--- src/rtl/seq_addsub_chunked_if.sv ---
// rtl/seq_addsub_chunked_if.sv - start/busy/done operand and result bundle for seq_addsub_chunked
interface seq_addsub_chunked_if #(
    parameter int WIDTH = 32
);
    logic             start;
    logic [WIDTH-1:0] A;
    logic [WIDTH-1:0] B;
    logic             sel;
    logic             busy;
    logic             done;
    logic [WIDTH-1:0] S;
    logic             cout;
    logic             ovf;
    logic             zero;

    modport master (
        output start, A, B, sel,
        input  busy, done, S, cout, ovf, zero
    );

    modport slave (
        input  start, A, B, sel,
        output busy, done, S, cout, ovf, zero
    );
endinterface

--- src/rtl/seq_addsub_chunked.sv ---
// rtl/seq_addsub_chunked.sv - multi-cycle add/subtract, CHUNK bits per clock with carry, C/V/Z flags
module seq_addsub_chunked #(
    parameter int WIDTH = 32,
    parameter int CHUNK = 8
) (
    input logic clk,
    input logic rst_n,
    seq_addsub_chunked_if.slave io
);
    localparam int NCHUNK = WIDTH / CHUNK;
    localparam int IDXW   = (NCHUNK > 1) ? $clog2(NCHUNK) : 1;

    typedef enum logic {IDLE, RUN} state_t;

    state_t           state, state_next;
    logic [WIDTH-1:0] op_a, op_b, acc, acc_next;
    logic             carry;
    logic [IDXW-1:0]  idx;
    logic             busy_r, done_r, cout_r, ovf_r, zero_r;
    logic [WIDTH-1:0] s_r;

    logic [CHUNK-1:0] slice_a, slice_b, slice_sum;
    logic [CHUNK:0]   slice_ext;
    logic             last, accept, msb_cin;
    int               base;

    always_comb begin
        state_next = state;
        accept     = 1'b0;
        last       = (idx == IDXW'(NCHUNK - 1));
        base       = int'(idx) * CHUNK;
        slice_a    = op_a[base +: CHUNK];
        slice_b    = op_b[base +: CHUNK];
        slice_ext  = {1'b0, slice_a} + {1'b0, slice_b} + {{CHUNK{1'b0}}, carry};
        slice_sum  = slice_ext[CHUNK-1:0];
        // sum bit = a ^ b ^ cin, so the carry into the top bit falls out without a second adder
        msb_cin    = slice_sum[CHUNK-1] ^ slice_a[CHUNK-1] ^ slice_b[CHUNK-1];
        acc_next   = acc;
        acc_next[base +: CHUNK] = slice_sum;
        case (state)
            IDLE: if (io.start) begin
                state_next = RUN;
                accept     = 1'b1;
            end
            RUN:  if (last) state_next = IDLE;
            default: state_next = IDLE;
        endcase
    end

    always_ff @(posedge clk) begin
        if (!rst_n) begin
            state  <= IDLE;
            op_a   <= '0;
            op_b   <= '0;
            acc    <= '0;
            carry  <= 1'b0;
            idx    <= '0;
            busy_r <= 1'b0;
            done_r <= 1'b0;
            s_r    <= '0;
            cout_r <= 1'b0;
            ovf_r  <= 1'b0;
            zero_r <= 1'b0;
        end else begin
            state  <= state_next;
            done_r <= 1'b0;
            if (accept) begin
                op_a   <= io.A;
                op_b   <= io.sel ? ~io.B : io.B;
                carry  <= io.sel;
                idx    <= '0;
                busy_r <= 1'b1;
            end else if (state == RUN) begin
                acc   <= acc_next;
                carry <= slice_ext[CHUNK];
                if (last) begin
                    idx    <= '0;
                    s_r    <= acc_next;
                    cout_r <= slice_ext[CHUNK];
                    ovf_r  <= msb_cin ^ slice_ext[CHUNK];
                    zero_r <= (acc_next == '0);
                    done_r <= 1'b1;
                    busy_r <= 1'b0;
                end else begin
                    idx <= idx + 1'b1;
                end
            end
        end
    end

    assign io.busy = busy_r;
    assign io.done = done_r;
    assign io.S    = s_r;
    assign io.cout = cout_r;
    assign io.ovf  = ovf_r;
    assign io.zero = zero_r;
endmodule

--- src/flat_wrapper.sv ---
// flat-port wrapper written by rule: the top's interface ports become plain ports
module seq_addsub_chunked_flat 
#(
    parameter int WIDTH = 32,
    parameter int CHUNK = 8
)
  (clk, rst_n, io_start, io_A, io_B, io_sel, io_busy, io_done, io_S, io_cout, io_ovf, io_zero);
  seq_addsub_chunked_if #(.WIDTH(WIDTH)) io_i ();
  input logic clk;
  input logic rst_n;
  input wire logic [$bits(io_i.start)-1:0] io_start;
  input wire logic [$bits(io_i.A)-1:0] io_A;
  input wire logic [$bits(io_i.B)-1:0] io_B;
  input wire logic [$bits(io_i.sel)-1:0] io_sel;
  output wire logic [$bits(io_i.busy)-1:0] io_busy;
  output wire logic [$bits(io_i.done)-1:0] io_done;
  output wire logic [$bits(io_i.S)-1:0] io_S;
  output wire logic [$bits(io_i.cout)-1:0] io_cout;
  output wire logic [$bits(io_i.ovf)-1:0] io_ovf;
  output wire logic [$bits(io_i.zero)-1:0] io_zero;
  assign io_i.start = io_start;
  assign io_i.A = io_A;
  assign io_i.B = io_B;
  assign io_i.sel = io_sel;
  assign io_busy = io_i.busy;
  assign io_done = io_i.done;
  assign io_S = io_i.S;
  assign io_cout = io_i.cout;
  assign io_ovf = io_i.ovf;
  assign io_zero = io_i.zero;
  seq_addsub_chunked #(.WIDTH(WIDTH), .CHUNK(CHUNK)) u_core (.clk(clk), .rst_n(rst_n), .io(io_i));
endmodule
--- config.mk ---
export PLATFORM = sky130hd
export DESIGN_NAME = seq_addsub_chunked_flat
export DESIGN_NICKNAME = d
export VERILOG_FILES = /design/src/rtl/seq_addsub_chunked_if.sv /design/src/rtl/seq_addsub_chunked.sv /design/src/flat_wrapper.sv
export SDC_FILE = /design/constraint.sdc
export NUM_CORES = 1
export LEC_CHECK = 0
export ABC_AREA = 1
export BUFFER_PORTS_ARGS = -buffer_cell sky130_fd_sc_hd__buf_2
export CAP_MARGIN = 30
export CORE_ASPECT_RATIO = 0.7
export CORE_MARGIN = 1.5
export CORE_UTILIZATION = 61
export CTS_CLUSTER_DIAMETER = 50
export DETAILED_ROUTE_END_ITERATION = 7
export GPL_ROUTABILITY_DRIVEN = 0
export PLACE_DENSITY_LB_ADDON = 0.08
export SYNTH_ARGS = -nofsm -noshare
export SYNTH_HDL_FRONTEND = slang
export SYNTH_SLANG_ARGS = --single-unit
--- constraint.sdc ---
create_clock -name clk -period 7.6 [get_ports clk]
set_input_delay 0.38 -clock clk [delete_from_list [all_inputs] [get_ports clk]]
set_output_delay 0.38 -clock clk [all_outputs]
set_load 0.02 [all_outputs]
==> out/results.tsv, run 1 <==
stage	metric	value	unit
die	Initial Util	62.7	%
routing	Pre-antenna DRT Iters	8	
yosys	Unique masters post-synth	30	
critical_path	CP Capture Type	register	
critical_path	reg2reg start	u_core.idx[0]	
cts	PostCTS Resize Cnt	0	
critical_path	Cell Chain, Critical Path	buf_4 -> inv_1 -> o21ai_0 -> o22ai_1 -> fa_1 -> fa_1 -> nand2_2 -> nand2_1 -> nand3_1 -> nand2_1 -> a31oi_1 -> nand2_1 -> nor2_1 -> nand3_1 -> nor2_1 -> nand3_1 -> nand2_1	
finish	share of cells above drive strength 1	15.8	%
power	Design Power	0.00200	W
yosys	Area contributors post-synth	dfxtp_1 42%, o21ai_0 10%, nor2_1 8.6%	
min_path	Hold Path Depth	3	
finish	post-route insts no fill	1125	
cts	H-tree depth	4	
routing	vias per cell	5.72	
die	# IOs	105	
critical_path	Worst EP arrival	4.40	ns
finish	Nets	1063	
critical_path	CP max FO	53	
placed_design	hpwl dp	12.3	mm
yosys	synth warn	0	
sta	Max Slew Vio Count	0	
cts	Max Root-Sink Buffers	2	
finish	ANT cells	0	
sta	Setup TNS	0	ns
yosys	Synth top area share	42.4	%
cts	Worst-Skew Late Latency	0.42	ns
yosys	Async SR Flop Fraction	0	%
cts	CTS tree	yes	
placed_design	IO Port Bufs	104	
routing	antenna viol nets, final	0	
power	worst vdd ir	0.245	mV
min_path	min-delay worst type	in2reg	
cts	CTS buffer count	17	
cts	Clock transition at path regs	0.06	ns
yosys	top-count cell post-synth	nor2_1	
yosys	register area share after synthesis	42.4	%
global_route	largest net degree at the start of global routing	100	
critical_path	R2R Setup Slk	3.57	ns
global_route	first-pass GRT wire length	29.1	mm
power	leakage	3.67	nW
yosys	EDFF count, synth	0	
critical_path	CP Launch Type	register	
critical_path	WP data required	7.97	ns
yosys	Yosys reg bits	137	
yosys	commonest register cell after synthesis	dfxtp_1	
sta	RSZ-0062 raised after global routing	false	
sta	fin crit period	4.03	ns
global_route	vias in the first global route	5722	
die	FP Rows	31	
power	PwrDens	262	nW/um2
yosys	area leader, netlist	dfxtp_1	
placed_design	# placed instances	1093	
die	Die W	126	um
sta	worst rel slew slack	31.5	%
critical_path	CP Class	reg2reg	
min_path	hold_sp	io_A[6]	
yosys	syn_nets	985	
yosys	syn_area_per_cell	7.18	um2
status	outcome	finished, violations left	
routing	Routed WL per cell	16.3	um
sta	# setup viols final	0	
die	DIE AREA	11200	um2
die	Die H	89.2	um
die	core region area	10300	um2
job	MaxCap Viol Count	0	
yosys	Post-Syn Area	6470	um2
global_route	initial antenna violation count	0	
cts	Hold Buf Count CTS	0	
sta	FMAX	248	MHz
routing	initial DRC count	836	
yosys	top post-synthesis cells by count	149 x nor2_1, 137 x dfxtp_1, 134 x nand2_1, 131 x o21ai_0, 90 x inv_1	
routing	total wire length	18.3	mm
cts	Root Buffer Master	clkbuf_16	
critical_path	CP top delay family	buffers and inverters	
global_route	Total Routing Usage GR	33.4	%
yosys	cell count after synthesis	902	
min_path	WHS Endpoint	u_core.op_a[6]	
sta	worst-margin pin slew	1.02	ns
critical_path	Worst Path Buf+Inv	2	
sta	Worst Clk Skew	0.00806	ns
critical_path	Worst R2R End	u_core.io.zero	
critical_path	Most common cell on crit path	nand2_1	
status	failing checks	design-rule violations	
routing	DRC viols	5	
global_route	global route total overflow	0	
cts	CTS Sinks	137	
critical_path	worst reg2reg path depth	17	
sta	final hold violation count	0	
sta	fin crit share	53.0	%
critical_path	Worst path slowest cell	inv_1	
critical_path	CP max stage delay	0.59	ns
routing	Vias	6433	
finish	Area growth syn-to-layout	17.8	%
cts	Post-CTS Setup Bufs	0	
==> power breakdown <==
| group | switching (W) | leakage [nW] | total, W | internal (W) |
|---|---|---|---|---|
| logic | 0.000220 | 2.25 | 0.000333 | 0.000113 |
| registers | 0.0000258 | 1.13 | 0.000788 | 0.000762 |
| clock network | 0.000328 | 0.296 | 0.000878 | 0.000549 |
==> area by class of cell <==
cell class / count / area (um2)
inverters: 93 / 349
well taps: 132 / 165
multi-input cells: 620 / 3170
clock inverters: 15 / 200
fillers: 780 / 2690
flip-flops and latches: 137 / 2740
clock buffers: 17 / 425
repair buffers: 111 / 573
==> registers in the layout, indices dropped and copies added, names as in the netlist <==
register	cells
u_core.io.S	32
u_core.acc	32
u_core.idx	2
u_core.state	1
u_core.carry	1
u_core.op_a	32
u_core.io.cout	1
u_core.io.zero	1
u_core.io.ovf	1
u_core.io.done	1
u_core.io.busy	1
u_core.op_b	32
==> worst max-delay path by stage <==
stage                                 to          start  slack (ns)  cells past startpoint
final                     u_core.io.zero  u_core.idx[0]        3.57                     17
after floorplan           u_core.io.zero  u_core.idx[0]        4.60                     21
after detailed placement  u_core.io.zero  u_core.idx[0]        3.70                     19
after global routing      u_core.io.zero  u_core.idx[0]        3.26                     19
after global placement    u_core.io.zero  u_core.idx[0]        3.85                     19
after CTS                 u_core.io.zero  u_core.idx[0]        3.68                     17
==> logic make-up after synthesis <==
group / count (synthesis) / share of synthesized area (%)
AO/OA/AOI/OAI: 233 / 20.1
XOR/XNOR: 33 / 4.47
adder cells (fa/ha/maj): 15 / 3.13
buffers and inverters: 145 / 8.66
flip-flops: 137 / 42.4
AND/OR/NAND/NOR: 339 / 21.3
==> worst register-to-register path, cell delays in order (launching register included) <==
cell and delay [ns]:
dfxtp_1 0.32, buf_4 0.44, inv_1 0.60, o21ai_0 0.34
o22ai_1 0.12, fa_1 0.48, fa_1 0.44, nand2_2 0.11
nand2_1 0.10, nand3_1 0.08, nand2_1 0.13, a31oi_1 0.29
nand2_1 0.09, nor2_1 0.09, nand3_1 0.08, nor2_1 0.11
nand3_1 0.08, nand2_1 0.08
==> layer usage <==
layer / GRT usage [%] / routed length, um / share of wire (%)
met1: 47.0 / 8160 / 45
met5: 2.52 / 0 / 0
met2: 50.0 / 7500 / 41
met3: 9.22 / 2370 / 13
met4: 10.6 / 259 / 1.4
==> cell usage in the layout (no fill, tap or decap) <==
cell / count
buf_2: 104
inv_6: 2
xnor2_1: 33
a31oi_1: 2
o22ai_1: 14
nor3_1: 4
inv_2: 3
clkbuf_16: 17
clkinv_2: 3
nand3_2: 2
o21ai_0: 131
clkinvlp_4: 4
buf_4: 7
a21oi_1: 49
nand4_1: 13
bufinv_16: 4
inv_1: 90
fa_1: 2
nor2_1: 148
and2_1: 1
clkinv_4: 2
a22o_1: 16
nand2_2: 5
or2_1: 1
o211ai_1: 16
a21boi_2: 1
nand3_1: 29
a21oi_2: 1
nand2_1: 134
dfxtp_1: 137
ha_1: 13
o21bai_1: 1
nor2_2: 2
o21ai_1: 2
==> per-stage QoR <==
stage / hold WS [ns] / setup WS [ns] / utilization, % / cell area (um2)
floorplan: 0.424 / 4.60 / - / 6470
CTS: 0.204 / 3.68 / 73.9 / 7630
finish: 0.205 / 3.57 / 73.9 / 7630
detailed placement: 0.441 / 3.70 / 67.9 / 7000
global route: 0.227 / 3.26 / 73.9 / 7630
global placement: 0.438 / 3.85 / 67.9 / 7000
(Power assumes the default switching activity.)
==> inputs of run 2 (changes only) <==
- ABC_AREA: 1 -> 0
- CORE_UTILIZATION: 61 -> 56
- clock period: 7.6 -> 3.9 ns (I/O delays scaled with it)
==> run 2 against run 1 <==
  * The flow now finishes without violations
  * Area after synthesis down 2.4%
  * First-iteration DRC count fell by 32%
  * Clock skew grew 0.0067 ns
  * Sequential power grew 92%
  * Critical path depth fell by 8
  * Wire length fell by 9.9%
  * Via count down 13%
  * Clock power increased by 77%
  * Largest power group unchanged
  * Setup slack lost 3.5 ns
  * Non-clock buffer count increased by 12
==> out/results.tsv, run 2 <==
stage	metric	value	unit	change
routing	Routed WL per cell	17.1	um	+5.4%
sta	# setup viols final	0		unchanged
sta	worst-margin pin slew	1.01	ns	-0.00775 ns
cts	H-tree depth	4		unchanged
yosys	Area contributors post-synth	dfxtp_1 43%, nand2_1 5.9%, mux4_2 5.7%		
critical_path	WP data required	4.22	ns	-3.75 ns
die	core region area	11000	um2	+6.7%
placed_design	hpwl dp	11.3	mm	-8.1%
power	Logic pwr share	15.3	%	-1.4 points
routing	total wire length	16.5	mm	-9.9%
critical_path	Worst path slowest cell	or4_1		
routing	Vias	5605		-13%
yosys	Post-Syn Area	6320	um2	-2.4%
yosys	syn_nets	791		-20%
die	Die W	130	um	+3.1%
die	DIE AREA	11900	um2	+6.2%
cts	Hold Buf Count CTS	0		unchanged
finish	share of cells above drive strength 1	22.7	%	+6.9 points
critical_path	CP max FO	5		-91%
yosys	synth warn	0		unchanged
global_route	largest net degree at the start of global routing	97		-3.0%
cts	CTS buffer count	17		unchanged
yosys	Synth Area in Compound Gates	19.9	%	-0.13 points
power	sequential power share	41.7	%	+2.3 points
sta	RSZ-0062 raised after global routing	false		
finish	most common cell after layout, fill and taps aside	dfxtp_1		
yosys	Unique masters post-synth	58		+93%
yosys	top post-synthesis cells by count	137 x dfxtp_1, 99 x nand2_1, 73 x nor2_1, 59 x a21oi_1, 47 x a211oi_1		
die	Die H	91.9	um	+3.0%
global_route	grt met1 use	43.0	%	-3.9 points
routing	antenna viol nets, final	0		unchanged
sta	worst rel slew slack	32.6	%	+1.0 points
cts	Root Buffer Master	clkbuf_16		
finish	Area growth syn-to-layout	19.9	%	
sta	FMAX	259	MHz	+4.3%
die	# IOs	105		unchanged
yosys	Synth top area share	43.4	%	+1.0 points
routing	Pre-antenna DRT Iters	5		-3
routing	initial DRC count	567		-32%
routing	vias per cell	5.83		+1.9%
die	FP Rows	32		+3.2%
yosys	Async SR Flop Fraction	0	%	unchanged
yosys	cell count after synthesis	708		-22%
job	MaxCap Viol Count	0		unchanged
yosys	syn_area_per_cell	8.93	um2	+24%
finish	Nets	879		-17%
yosys	XOR/XNOR Fraction of Synth Area	5.90	%	+1.4 points
yosys	register area share after synthesis	43.4	%	+1.0 points
yosys	post-synthesis simple-gate area fraction	17.1	%	-4.2 points
cts	CTS tree	yes		
global_route	Total Routing Usage GR	29.0	%	-4.3 points
cts	CTS Sinks	137		unchanged
critical_path	Worst EP arrival	4.18	ns	-0.22 ns
global_route	busiest grt layer	met1		
placed_design	IO Port Bufs	104		unchanged
power	NetSw	0.00101	W	+75%
critical_path	R2R Setup Slk	0.04	ns	-3.53 ns
sta	fin crit share	99.1	%	+46 points
global_route	initial antenna violation count	0		unchanged
critical_path	CP Capture Type	register		
sta	final hold violation count	0		unchanged
power	power share of the clock group	43.0	%	-0.9 points
status	outcome	finished, final reports clean		
critical_path	Cell Chain, Critical Path	mux4_2 -> fa_2 -> fa_1 -> nor2b_4 -> a31oi_2 -> nand4_1 -> or4_1 -> or4_1 -> o41ai_2		
power	PwrDens	477	nW/um2	+82%
yosys	top-count cell post-synth	dfxtp_1		
critical_path	Most common cell on crit path	or4_1		
routing	DRC viols	0		-5
yosys	EDFF count, synth	0		unchanged
global_route	met3 usage	8.23	%	-0.99 points
yosys	area leader, netlist	dfxtp_1		
sta	Worst Clk Skew	0.0147	ns	+0.00666 ns
power	worst vdd ir	0.335	mV	+37%
finish	post-route insts no fill	962		-14%
yosys	commonest register cell after synthesis	dfxtp_1		
sta	Max Slew Vio Count	0		unchanged
finish	most frequent cells in the layout	136 x dfxtp_1, 104 x buf_2, 99 x nand2_1		
die	Initial Util	57.4	%	-5.3 points
critical_path	CP max stage delay	0.55	ns	-0.04 ns
critical_path	CP Class	reg2reg		
yosys	Adder-Cell Fraction of Synth Area	3.21	%	+0.076 points
cts	Max Root-Sink Buffers	2		unchanged
yosys	mux contribution to synthesized area	6.02	%	+6.0 points
sta	Setup TNS	0	ns	unchanged
global_route	first-pass GRT wire length	26.4	mm	-9.1%
sta	fin crit period	3.86	ns	-0.167 ns
global_route	met2 Usage GRT	41.0	%	-9.0 points
finish	ANT cells	0		unchanged
power	leakage	3.00	nW	-18%
power	Switching Fraction	27.9	%	-0.89 points
global_route	vias in the first global route	5154		-9.9%
min_path	min-delay worst type	in2reg		
critical_path	CP Launch Type	register		
global_route	global route total overflow	0		unchanged
cts	Clock transition at path regs	0.06	ns	about the same
yosys	Yosys reg bits	137		unchanged
cts	Worst-Skew Late Latency	0.42	ns	about the same
finish	Layout fillers	901		+16%
power	Internal	0.00261	W	+83%
placed_design	# placed instances	929		-15%
yosys	main combinational cell family by area after synthesis	compound AO/OA/AOI/OAI gates		
-- run 2: cell count changes after synthesis, moves of 16 or more --
cell and change:
mux4_2 +16, inv_1 -75, nor2_1 -76, nor2b_1 +22
o211ai_1 -16, o21ai_0 -112, nand3_1 -25, nand2_1 -35
a211oi_1 +47
-- run 2: final cells by class --
cell class / count / area [um2] / area share [%]
clock buffers: 19 / 453 / 5.98
well taps: 153 / 191 / 2.53
inverters: 17 / 63.8 / 0.842
repair buffers: 123 / 674 / 8.90
multi-input cells: 500 / 3330 / 43.9
clock inverters: 13 / 119 / 1.57
flip-flops and latches: 137 / 2750 / 36.2
-- run 2: worst paths after layout --
check | start | endpoint | depth (start not counted)
setup reg to reg | u_core.idx[0] | u_core.io.zero | 9
hold reg to reg | u_core.io.S[3] | u_core.io.S[3] | 2
hold / removal | io_A[18] | u_core.op_a[18] | 3
setup / recovery | u_core.idx[0] | u_core.io.zero | 9
-- run 2: timing repair --
item | in CTS | in global routing
buffers inserted | 0 | 1
gates resized for setup | 0 | 6
setup endpoints to repair | 0 | 1
-- run 2: routing by layer --
layer | vias to the layer above | wire [um]
li1 | 2680 | -
met1 | 2617 | 7830
met2 | 280 | 6780
met3 | 28 | 1650
met4 | 0 | 212
met5 | - | 0
-- run 2: logic make-up after synthesis --
kind of cell,after synthesis
flops,137
compound gates,192
xor+xnor,41
fa+ha+maj,15
mux,18
buf+inv,71
simple gates,234
-- run 2: critical path, delay by kind of cell, from the launching register on --
family          cells  cell delay, ns
compound gates      2            0.50
fa+ha+maj           2            0.93
flops               1            0.38
mux                 1            0.53
simple gates        4            1.42
-- run 2: power groups by stage --
| stage | clock (W) | combinational [W] | sequential, W |
|---|---|---|---|
| global placement | 0 | 0.000515 | 0.00153 |
| CTS | 0.00157 | 0.000538 | 0.00150 |
| finish | 0.00155 | 0.000553 | 0.00151 |
| global route | 0.00163 | 0.000601 | 0.00151 |
| floorplan | 0 | 0.000379 | 0.00152 |
| detailed placement | 0 | 0.000533 | 0.00153 |
-- run 2: stage by stage --
stage	area, um2	hold WS (ns)	util (%)	worst slack, ns	total power, W
2_1_floorplan	6330	0.317	-	0.0295	0.00190
3_3_place_gp	6950	0.431	63.1	0.129	0.00205
3_5_place_dp	6970	0.437	63.3	0.0461	0.00207
4_1_cts	7540	0.00554	68.5	0.0358	0.00361
5_1_grt	7580	0.00733	68.8	0.0134	0.00374
6_report	7580	0.0143	68.8	0.0356	0.00361
